$ cat src/rtl/isqrt_seq.sv
// isqrt_seq: sequential restoring square root, one root bit per cycle,
// with optional round-to-nearest, exact-square flag and start/busy/done handshake.
`default_nettype none

module isqrt_seq #(
  parameter int IN_W = 14
) (
  input  logic                    clk,
  input  logic                    rst_n,
  input  logic                    start,
  input  logic                    clr,
  input  logic                    round_mode,
  input  logic [IN_W-1:0]         radicand,
  output logic                    busy,
  output logic                    done,
  output logic [(IN_W+1)/2:0]     root,
  output logic [(IN_W+1)/2:0]     rem,
  output logic                    exact
);

  localparam int N   = (IN_W + 1) / 2;
  localparam int OPW = 2 * N;
  localparam int RW  = N + 1;
  localparam int CW  = (N > 1) ? $clog2(N) : 1;
  localparam logic [CW-1:0] C_LAST = CW'(N - 1);

  typedef enum logic [1:0] {
    S_IDLE   = 2'd0,
    S_RUN    = 2'd1,
    S_FINISH = 2'd2
  } state_t;

  state_t          r_state;
  state_t          w_state_nxt;

  logic [OPW-1:0]  r_op;
  logic [N-1:0]    r_q;
  logic [N:0]      r_r;
  logic [CW-1:0]   r_i;
  logic            r_mode;

  logic [N+2:0]    w_rsh;
  logic [N+3:0]    w_trial;
  logic            w_neg;
  logic [N-1:0]    w_q_nxt;
  logic [N:0]      w_r_nxt;
  logic [RW-1:0]   w_root_fin;

  // One restoring step. The partial remainder never exceeds 2*q, so the
  // shifted remainder fits in N+2 bits; one extra bit carries the borrow.
  always_comb begin
    w_rsh   = {r_r, r_op[OPW-1 -: 2]};
    w_trial = {1'b0, w_rsh} - {2'b00, r_q, 2'b01};
    w_neg   = w_trial[N+3];
    w_q_nxt = r_q << 1;
    w_q_nxt[0] = ~w_neg;
    if (w_neg) begin
      w_r_nxt = w_rsh[N:0];
    end else begin
      w_r_nxt = w_trial[N:0];
    end
  end

  // Nearest-integer rounding: round up exactly when rem > floor root.
  always_comb begin
    w_root_fin = {1'b0, r_q};
    if (r_mode && (r_r > {1'b0, r_q})) begin
      w_root_fin = {1'b0, r_q} + RW'(1);
    end
  end

  always_comb begin
    w_state_nxt = r_state;
    case (r_state)
      S_IDLE:   if (start) w_state_nxt = S_RUN;
      S_RUN:    if (r_i == '0) w_state_nxt = S_FINISH;
      S_FINISH: w_state_nxt = S_IDLE;
      default:  w_state_nxt = S_IDLE;
    endcase
    if (clr) begin
      w_state_nxt = S_IDLE;
    end
  end

  assign busy = (r_state != S_IDLE);

  always_ff @(posedge clk or negedge rst_n) begin
    if (!rst_n) begin
      r_state <= S_IDLE;
    end else begin
      r_state <= w_state_nxt;
    end
  end

  always_ff @(posedge clk or negedge rst_n) begin
    if (!rst_n) begin
      r_op   <= '0;
      r_q    <= '0;
      r_r    <= '0;
      r_i    <= '0;
      r_mode <= 1'b0;
      root   <= '0;
      rem    <= '0;
      exact  <= 1'b0;
      done   <= 1'b0;
    end else begin
      done <= 1'b0;
      if (!clr) begin
        case (r_state)
          S_IDLE: begin
            if (start) begin
              r_op   <= OPW'(radicand);
              r_mode <= round_mode;
              r_q    <= '0;
              r_r    <= '0;
              r_i    <= C_LAST;
            end
          end
          S_RUN: begin
            r_op <= r_op << 2;
            r_q  <= w_q_nxt;
            r_r  <= w_r_nxt;
            if (r_i != '0) begin
              r_i <= r_i - CW'(1);
            end
          end
          S_FINISH: begin
            root  <= w_root_fin;
            rem   <= r_r;
            exact <= (r_r == '0);
            done  <= 1'b1;
          end
          default: ;
        endcase
      end
    end
  end

endmodule

`default_nettype wire
$ cat config.mk
export PLATFORM = sky130hd
export DESIGN_NAME = isqrt_seq
export DESIGN_NICKNAME = d
export VERILOG_FILES = /design/src/rtl/isqrt_seq.sv
export SDC_FILE = /design/constraint.sdc
export NUM_CORES = 1
export LEC_CHECK = 0
export CAP_MARGIN = 25
export CORE_ASPECT_RATIO = 1.25
export CORE_MARGIN = 4
export CORE_UTILIZATION = 55
export CTS_CLUSTER_DIAMETER = 120
export DETAILED_ROUTE_END_ITERATION = 10
export GPL_TIMING_DRIVEN = 0
export PLACE_DENSITY = 0.92
export SLEW_MARGIN = 20
export SYNTH_ARGS = -nofsm -noshare
export SYNTH_HDL_FRONTEND = slang
export SYNTH_SLANG_ARGS = --single-unit
$ cat constraint.sdc
create_clock -name clk -period 5.5 [get_ports clk]
set_input_delay 1.1 -clock clk [delete_from_list [all_inputs] [get_ports clk]]
set_output_delay 1.1 -clock clk [all_outputs]
set_load 0.01 [all_outputs]
==> results of run 1 <==
power breakdown:
part / leakage [nW] / total [mW] / internal, mW / switching (mW)
sequential: 0.692 / 0.581 / 0.491 / 0.0904
clock: 0.0542 / 0.238 / 0.114 / 0.124
combinational: 0.716 / 0.795 / 0.367 / 0.428
total: 1.46 / 1.61 / 0.972 / 0.643
metal layers:
layer,track usage,wire (um),vias to the layer above
li1,-,-,1077
met1,0.233,2370,1089
met2,0.365,3160,83
met3,0.0364,350,16
met4,0.0889,130,0
met5,0,0,-
stage by stage:
step | hold slack (ps) | power [mW] | cells | instance area (sq um) | util
final | 491 | 1.61 | 381 | 3390 | 0.696
after floorplan | 450 | 1.13 | 276 | 2840 | -
after global routing | 520 | 1.72 | 381 | 3390 | 0.696
after global placement | 460 | 1.34 | 373 | 3280 | 0.674
after CTS | 491 | 1.61 | 381 | 3380 | 0.694
after detailed placement | 471 | 1.37 | 373 | 3280 | 0.673
critical path, cell delays in order:
cell and delay (ps):
clkdlybuf4s50_1 420, o21ai_0 470, clkbuf_1 410, clkbuf_1 440, nand2_1 90, o21ai_0 90
cell usage in the layout, fill, tap and decap left out, drive strengths merged, types with 2 or more instances in the layout:
cell type	instances
nand4	6
o21ai	25
nor4b	3
buf	6
clkdlybuf4s50	36
o2111ai	2
o211ai	2
nand2b	5
mux2	11
mux2i	15
or2	2
nor4	2
ha	12
clkbuf	15
xor2	3
or3	2
a21oi	12
nor2	14
inv	15
a22o	2
nor3	2
dfrtp	53
o311ai	4
a211oi	7
nor3b	2
a21o	2
nand3	4
xnor2	7
nor2b	3
nand2	29
and2	3
and4	2
layout make-up:
type / instances / area (sq um) / share of cell area
buffer: 13 / 63.8 / 0.0188
sequential: 53 / 1330 / 0.392
clock buffer: 7 / 96.3 / 0.0284
inverter: 15 / 56.3 / 0.0166
timing repair buffer: 37 / 368 / 0.109
clock inverter: 1 / 5.00 / 0.00148
multi-input combinational: 195 / 1400 / 0.412
tap: 60 / 75.1 / 0.0222
registers in the layout, summed over array words and instances, names as in the netlist:
| signal | count |
|---|---|
| r_i | 3 |
| exact | 1 |
| r_state | 2 |
| r_mode | 1 |
| r_r | 8 |
| r_op | 14 |
| r_q | 7 |
| rem | 8 |
| root | 8 |
| done | 1 |
logic make-up (layout without fill, tap and decap cells):
logic type	count (synthesis)	in the layout	synth area share
and+or+nand+nor	82	82	0.152
AOI/OAI and AO/OA	65	65	0.157
DFF	53	53	0.468
buffers and inverters	28	73	0.0423
muxes	26	26	0.0966
adders and majority gates	12	12	0.0529
xor gates and xnor gates	10	10	0.0309
final timing paths:
kind,end,start,depth (start not counted)
max,r_op[8]$_DFFE_PN0P_,start,6
min,r_op[10]$_DFFE_PN0P_,r_op[10]$_DFFE_PN0P_,2
min in group asynchronous,root[0]$_DFFE_PN0P_,rst_n,1
max in group asynchronous,r_mode$_DFFE_PN0P_,rst_n,1
max reg2reg,r_r[5]$_DFFE_PN0P_,r_q[2]$_DFFE_PN0P_,9
min reg2reg,r_op[10]$_DFFE_PN0P_,r_op[10]$_DFFE_PN0P_,2
==> metrics, run 1 <==
Pwr Density 477 nW/um^2; final period demand of the worst path 2790 ps; Cells after Synth 276; Synth top area share 0.468; CORE AREA 4870 sq um; 1st-pass router iterations 4; peak supply drop 0.281 mV; via count of the first global-routing pass 2278; Final setup viols 0; EDFF count, synth 0; ys async rst share 1.00; setup ws final 2710 ps; initial antenna violation count 0; leading area contributor after synthesis dfrtp_1; Slew @ Worst Pin 652 ps; number of CTS-inserted buffers 5; top-count cell post-synth dfrtp_1; Hold Vio Cnt, Final 0; ys flop type dfrtp_1; worst path required time 5720 ps; static leakage 1.46 nW; Horiz. Die Dim 72.2 um; ant diodes 0; Fillers 379; Clk Latency, worst-skew pair 310 ps; Final Max Tran Viols 0; Post-Place Worst Slack 2420 ps; max_cap viols 0; final wirelength 6.01 mm; hold buffer count at cts 0; Mapped Area 2840 sq um; Slew headroom 0.565; DRC 0; Startpoint Class input port; Worst R2R Setup Slack 3120 ps; Setup CP Type input port to flip-flop; final worst path period share 0.507; Syn Area/Cell 10.3 sq um; antenna-violating nets left 0; first-pass GRT wire length 10.1 mm; RSZ-0062 raised after global routing false; via/cell ratio 5.94; # IOs 38; layout cell share with drive strength beyond 1 0.109; setup tns final 0 ps; Synth top cells by count dfrtp_1 (53), nand2_1 (29), o21ai_0 (24); Syn Nets 307; IO Port Bufs 37; CTS tree done; number of setup buffers added after CTS 0; clock sink count 53; initial core utilization 0.582; Synth cell types 50; Layout Nets 351; clk buf depth 2; routed len/inst 15.8 um; largest net degree at the start of global routing 54; Reg clk slew, reported paths 90 ps; crit-path max FO 10; Die Y 88.3 um; Crit. End Element flip-flop; Tot GR Track Use 0.202; GRT overflow 0; via count 2265; H-tree depth 2; clk root buf clkbuf_8; Seq/Total Area, Yosys 0.468; Synth Register Bits 53; skew final 6.60 ps; Layout Area Growth over Synthesis 19.4%; Hold WC Path Type flip-flop to flip-flop; First DRT Iteration DRCs 197; gpl congestion 0.852; HPWL after DPL 4.32 mm; row count 28; Yosys Warn Count 0; Synth area leaders dfrtp_1 (47%), ha_1 (5.3%), mux2i_1 (5.3%), mux2_2 (4.4%), o21ai_0 (4.2%); Worst EP arrival 3010 ps; Die ar. 6380 sq um; Max Clock Freq 359 MHz; post-CTS sizing 0; status completed
Power figures use the tool's default switching activity.
==> run 2, diff against run 1 <==
CORE_UTILIZATION = 50   (was 55)
PLACE_DENSITY = 0.89   (was 0.92)
clock period = 2.4 ns   (was 5.5 ns; I/O delays follow)
==> run 2 against run 1 <==
Compared with the run above: design area up 0.15%; wire length grew 1.3%; critical path depth up 2; highest routed layer unchanged; largest cell class unchanged; die area up 9.0%; register-to-register slack worse by 3000 ps; clock-buffer cell count unchanged; power is 130% higher; critical endpoint is now r_r[5]$_DFFE_PN0P_.
==> metrics, run 2 (synthesized netlist as in run 1, its figures left out) <==
H-tree depth 2 (unchanged); DRC 0 (unchanged); Max Clock Freq 441 MHz; HPWL after DPL 4.44 mm (+2.7%); CORE AREA 5480 sq um (+13%); register area 1330 sq um (about the same); row count 30 (+7.1%); final wirelength 6.09 mm (+1.3%); Worst EP arrival 2460 ps (-550 ps); most common cell after layout, fill and taps aside dfrtp_1; area of the multi-input gates 1410 sq um (+0.90%); Horiz. Die Dim 75.4 um (+4.3%); Final setup viols 0 (unchanged); max_cap viols 0 (unchanged); Die Y 92.2 um (+4.4%); Cell Area, Placed 3280 sq um (+0.15%); First DRT Iteration DRCs 130 (-34%); via count of the first global-routing pass 2292 (+0.61%); commonest non-fill, non-tap cells in the layout dfrtp_1 (52), clkdlybuf4s50_1 (36), nand2_1 (29), o21ai_0 (24); 1st-pass router iterations 4 (unchanged); non-filler cells, final 384 (+0.79%); Hold Vio Cnt, Final 0 (unchanged); Crit. End Element flip-flop; initial antenna violation count 0 (unchanged); setup tns final 0 ps (unchanged); Final Total Pwr 3.73 mW (+130%); CP delay by family, top compound AO/OA/AOI/OAI gates; # IOs 38 (unchanged); via/cell ratio 5.90 (-0.83%); setup ws final 133 ps (-2580 ps); CP max-delay cell dfrtp_1; max incr delay on CP 490 ps (+20 ps); cell area after layout 3390 sq um (+0.15%); Die ar. 6950 sq um (+9.0%); Tot GR Track Use 0.188 (-0.0139); CP cell instances inv_1, ha_1, nand2_1, a211oi_2, o21ai_2, and2_4, buf_6, a311o_1; crit-path max FO 8 (-2); peak supply drop 0.604 mV (+120%); RSZ-0062 raised after global routing false; final period demand of the worst path 2270 ps; Hold WC Path Type input port to async pin; status completed; Fillers 474 (+25%); Final Max Tran Viols 0 (unchanged); placed insts 377 (+1.1%); via count 2264 (-0.044%); CP Buf/Inv Count 2 (-1); first-pass GRT wire length 10.2 mm (+0.89%); GRT overflow 0 (unchanged); initial core utilization 0.518 (-0.0649); final core utilization 0.619 (-0.0766); skew final 3.09 ps (-3.51 ps); number of CTS-inserted buffers 5 (unchanged); Post-Place Worst Slack -83.4 ps (-2500 ps); Setup CP Type flip-flop to flip-flop; Startpoint Class flip-flop; antenna-violating nets left 0 (unchanged); Layout Area Growth over Synthesis 19.6%; max reg flops 14 (unchanged); gpl congestion 0.863 (+1.3%); Slew @ Worst Pin 658 ps (+6.34 ps); Pwr Density 1100 nW/um^2 (+130%); IO Port Bufs 37 (unchanged); hold slack 196 ps (-294 ps); Reg clk slew, reported paths 90 ps (about the same); number of setup buffers added after CTS 0 (unchanged); Clk Latency, worst-skew pair 310 ps (about the same); ant diodes 0 (unchanged); clock sink count 53 (unchanged); Biggest register r_op; final worst path period share 0.944; hold buffer count at cts 0 (unchanged); static leakage 1.46 nW (-0.48%); worst path required time 2600 ps (-3120 ps); Slew headroom 0.561 (-0.00423); CTS tree done; layout cell share with drive strength beyond 1 0.113 (+0.00347); Layout Nets 351 (unchanged); clk root buf clkbuf_8; routed len/inst 15.9 um (+0.51%); clk buf depth 2 (unchanged); largest net degree at the start of global routing 54 (unchanged)
run 2: cell types whose count changed in the layout (fill, tap and decap cells not counted), sizes merged:
cell    before  now
clkinv       1    0
run 2: final cells by class:
class,count,area share
clock buffer,7,0.0255
inverter,15,0.0166
buffer,12,0.0177
tap,64,0.0236
sequential,53,0.391
timing repair buffer,38,0.110
multi-input combinational,195,0.415
run 2: per-layer routing:
metal  vias up  global-route usage  routed length (um)
li1       1076                   -                   -
met1      1114               0.223                2440
met2        59               0.326                3230
met3        15              0.0362                 268
met4         0              0.0729                 153
met5         -                   0                   0
run 2: worst paths after layout:
path	start	to	slack [ps]	cells after the start
worst max-delay path	r_q[2]$_DFFE_PN0P_	r_r[5]$_DFFE_PN0P_	130	8
worst min-delay path	rst_n	root[3]$_DFFE_PN0P_	200	1
worst max register to register	r_q[2]$_DFFE_PN0P_	r_r[5]$_DFFE_PN0P_	130	8
worst min register to register	r_i[0]$_DFFE_PN0P_	r_i[0]$_DFFE_PN0P_	470	1
max in group asynchronous	rst_n	r_q[0]$_DFFE_PN0P_	1740	1
min in group clk	r_i[0]$_DFFE_PN0P_	r_i[0]$_DFFE_PN0P_	470	1
run 2: where the power goes:
group	total [mW]	internal, mW	switching, mW
sequential	1.33	1.13	0.208
combinational	1.89	0.869	1.02
clock	0.505	0.229	0.276
run 2: repair_timing:
item | CTS | global route
resized for setup | 0 | 4
hold endpoints to repair | 0 | 0
endpoints found under the setup margin | 0 | 15
==> run 3, diff against run 2 <==
CELL_PAD_IN_SITES_DETAIL_PLACEMENT = 1   (was not set)
CELL_PAD_IN_SITES_GLOBAL_PLACEMENT = 1   (was not set)
CORE_UTILIZATION = 39   (was 50)
PLACE_DENSITY = 0.88   (was 0.89)
==> run 3 against run 2 <==
Compared with the run above: combinational power rose by 5%; clock power rose by 19%; die area grew 25%; design area grew 2.3%; first-iteration DRC count down 36%; via count up 0.44%; clock-buffer cell count shrank 2; global-route usage is 1.8 points lower.
==> metrics, run 3 (synthesized netlist as in run 1, its figures left out) <==
status completed; routed len/inst 17.1 um (+7.8%); CP delay by family, top compound AO/OA/AOI/OAI gates; CP Buf/Inv Count 2 (unchanged); Fillers 791 (+67%); GRT overflow 0 (unchanged); Die ar. 8710 sq um (+25%); antenna-violating nets left 0 (unchanged); CP max-delay cell dfrtp_1; Crit. End Element flip-flop; Final Total Pwr 3.93 mW (+5.3%); Int Pwr 2.35 mW (+5.5%); via/cell ratio 5.53 (-6.2%); cell area after layout 3470 sq um (+2.3%); skew final 10.6 ps (+7.47 ps); Worst EP arrival 2520 ps (+60 ps); Horiz. Die Dim 84.3 um (+12%); Slew @ Worst Pin 685 ps (+27.2 ps); Max Clock Freq 441 MHz (-0.11%); via count 2274 (+0.44%); clock sink count 53 (unchanged); Crit path depth 8 (unchanged); global route hottest layer met2; Final Max Tran Viols 0 (unchanged); Hold Vio Cnt, Final 0 (unchanged); Cell Area, Placed 3320 sq um (+0.99%); HPWL after DPL 5.03 mm (+13%); hold buffer count at cts 0 (unchanged); M3 GR Usage 0.0269 (-0.00924); max_cap viols 0 (unchanged); M2 GR Usage 0.318 (-0.00730); peak supply drop 0.578 mV (-4.4%); max reg flops 14 (unchanged); Seq pwr share 0.342 (-0.016); Hold WC Path Type input port to async pin; max incr delay on CP 410 ps (-80 ps); Die Y 103 um (+12%); Biggest register r_op; hold slack 207 ps (+10.4 ps); Startpoint Class flip-flop; final wirelength 7.03 mm (+15%); static leakage 1.47 nW (+1.1%); CORE AREA 7020 sq um (+28%); worst flop-to-flop path startpoint r_q[5]$_DFFE_PN0P_; Clk Latency, worst-skew pair 310 ps (about the same); initial core utilization 0.404 (-0.113); Slew headroom 0.543 (-0.0181); row count 34 (+13%); worst-case reg-to-reg path depth 8 (unchanged); IO Port Bufs 37 (unchanged); Critical path origin r_q[5]$_DFFE_PN0P_; Comb power frac 0.505 (-0.002); H-tree depth 2 (unchanged); first-pass GRT wire length 11.8 mm (+15%); clk root buf clkbuf_8; largest net degree at the start of global routing 54 (unchanged); Layout Nets 352 (+0.28%); met1 Usage GRT 0.197 (-0.0255); ant diodes 0 (unchanged); Layout Area Growth over Synthesis 22.3%; most common cell after layout, fill and taps aside dfrtp_1; net switching power 1.58 mW (+5.1%); Reg clk slew, reported paths 100 ps (about the same); 1st-pass router iterations 4 (unchanged); crit-path max FO 10 (+2); CP cell instances inv_1, ha_1, a21o_1, a21oi_1, buf_4, mux2_2, mux2i_1, a32o_1; final core utilization 0.494 (-0.125); number of CTS-inserted buffers 5 (unchanged); # IOs 38 (unchanged); commonest non-fill, non-tap cells in the layout dfrtp_1 (51), clkdlybuf4s50_1 (36), nand2_1 (29), o21ai_0 (23); Final setup viols 0 (unchanged); sw frac 0.403 (-0.000811); worst path required time 2650 ps (+50 ps); initial antenna violation count 0 (unchanged); clock power share 0.153 (+0.018); layout cell share with drive strength beyond 1 0.131 (+0.0183); First DRT Iteration DRCs 83 (-36%); via count of the first global-routing pass 2419 (+5.5%); final period demand of the worst path 2270 ps (+2.60 ps); gpl congestion 0.867 (+0.43%); Pwr Density 1130 nW/um^2 (+3.0%); Setup CP Type flip-flop to flip-flop; Tot GR Track Use 0.170 (-0.0183); final worst path period share 0.945 (+0.00108); clk buf depth 2 (unchanged); CTS tree done; DRC 0 (unchanged)
-- run 3: cell types whose count changed in the layout (fill, tap and decap cells not counted), sizes merged --
cell    before  now
buf          6    8
clkinv       0    1
clkbuf      15   12
bufinv       0    1
-- run 3: metrics by stage --
stage                     setup slack (ps)  setup TNS (ps)  instances
after global placement                -760          -41170        403
final                                  131               0        411
after CTS                             94.1               0        409
after floorplan                        292               0        276
after global routing                 -5.11           -5.11        411
after detailed placement              -152           -1220        403
-- run 3: worst paths after layout --
path / slack, ps / end
setup / recovery: 130 / r_r[6]$_DFFE_PN0P_
min in group clk: 480 / r_i[0]$_DFFE_PN0P_
max in group asynchronous: 1720 / r_q[0]$_DFFE_PN0P_
hold / removal: 210 / root[1]$_DFFE_PN0P_
setup reg to reg: 130 / r_r[6]$_DFFE_PN0P_
hold reg to reg: 480 / r_i[0]$_DFFE_PN0P_
-- run 3: what timing repair did --
item                       CTS  global route
buffers inserted             0             2
setup endpoints to repair    4             6
gates resized for setup      2             6
pin swaps                    0             2
-- run 3: cell type report --
type	count	area (sq um)	area share
clock inverter	2	35.0	0.0101
clock buffer	5	68.8	0.0198
sequential	53	1330	0.383
inverter	15	56.3	0.0162
tap	90	113	0.0325
multi-input combinational	195	1430	0.411
buffer	12	60.1	0.0173
timing repair buffer	39	383	0.110
-- run 3: worst reg2reg max path: cells and delay by family, from the launching register on --
kind	cells	cell delay [ps]
AOI/OAI and AO/OA	3	640
muxes	2	470
DFF	1	410
adders and majority gates	1	380
buffers and inverters	2	300
-- run 3: power groups by stage --
| stage | Combinational, mW | Clock, mW | Sequential, mW |
|---|---|---|---|
| global placement | 1.77 | 0 | 1.34 |
| finish | 1.98 | 0.600 | 1.34 |
| CTS | 1.92 | 0.627 | 1.34 |
| detailed placement | 1.85 | 0 | 1.36 |
| global route | 2.18 | 0.661 | 1.38 |
| floorplan | 1.27 | 0 | 1.33 |
-- run 3: routing by layer --
| layer | vias to the layer above | part of all wire |
|---|---|---|
| met5 | - | 0 |
| met4 | 0 | 0.021 |
| met3 | 14 | 0.039 |
| met2 | 51 | 0.53 |
| met1 | 1133 | 0.41 |
| li1 | 1076 | - |
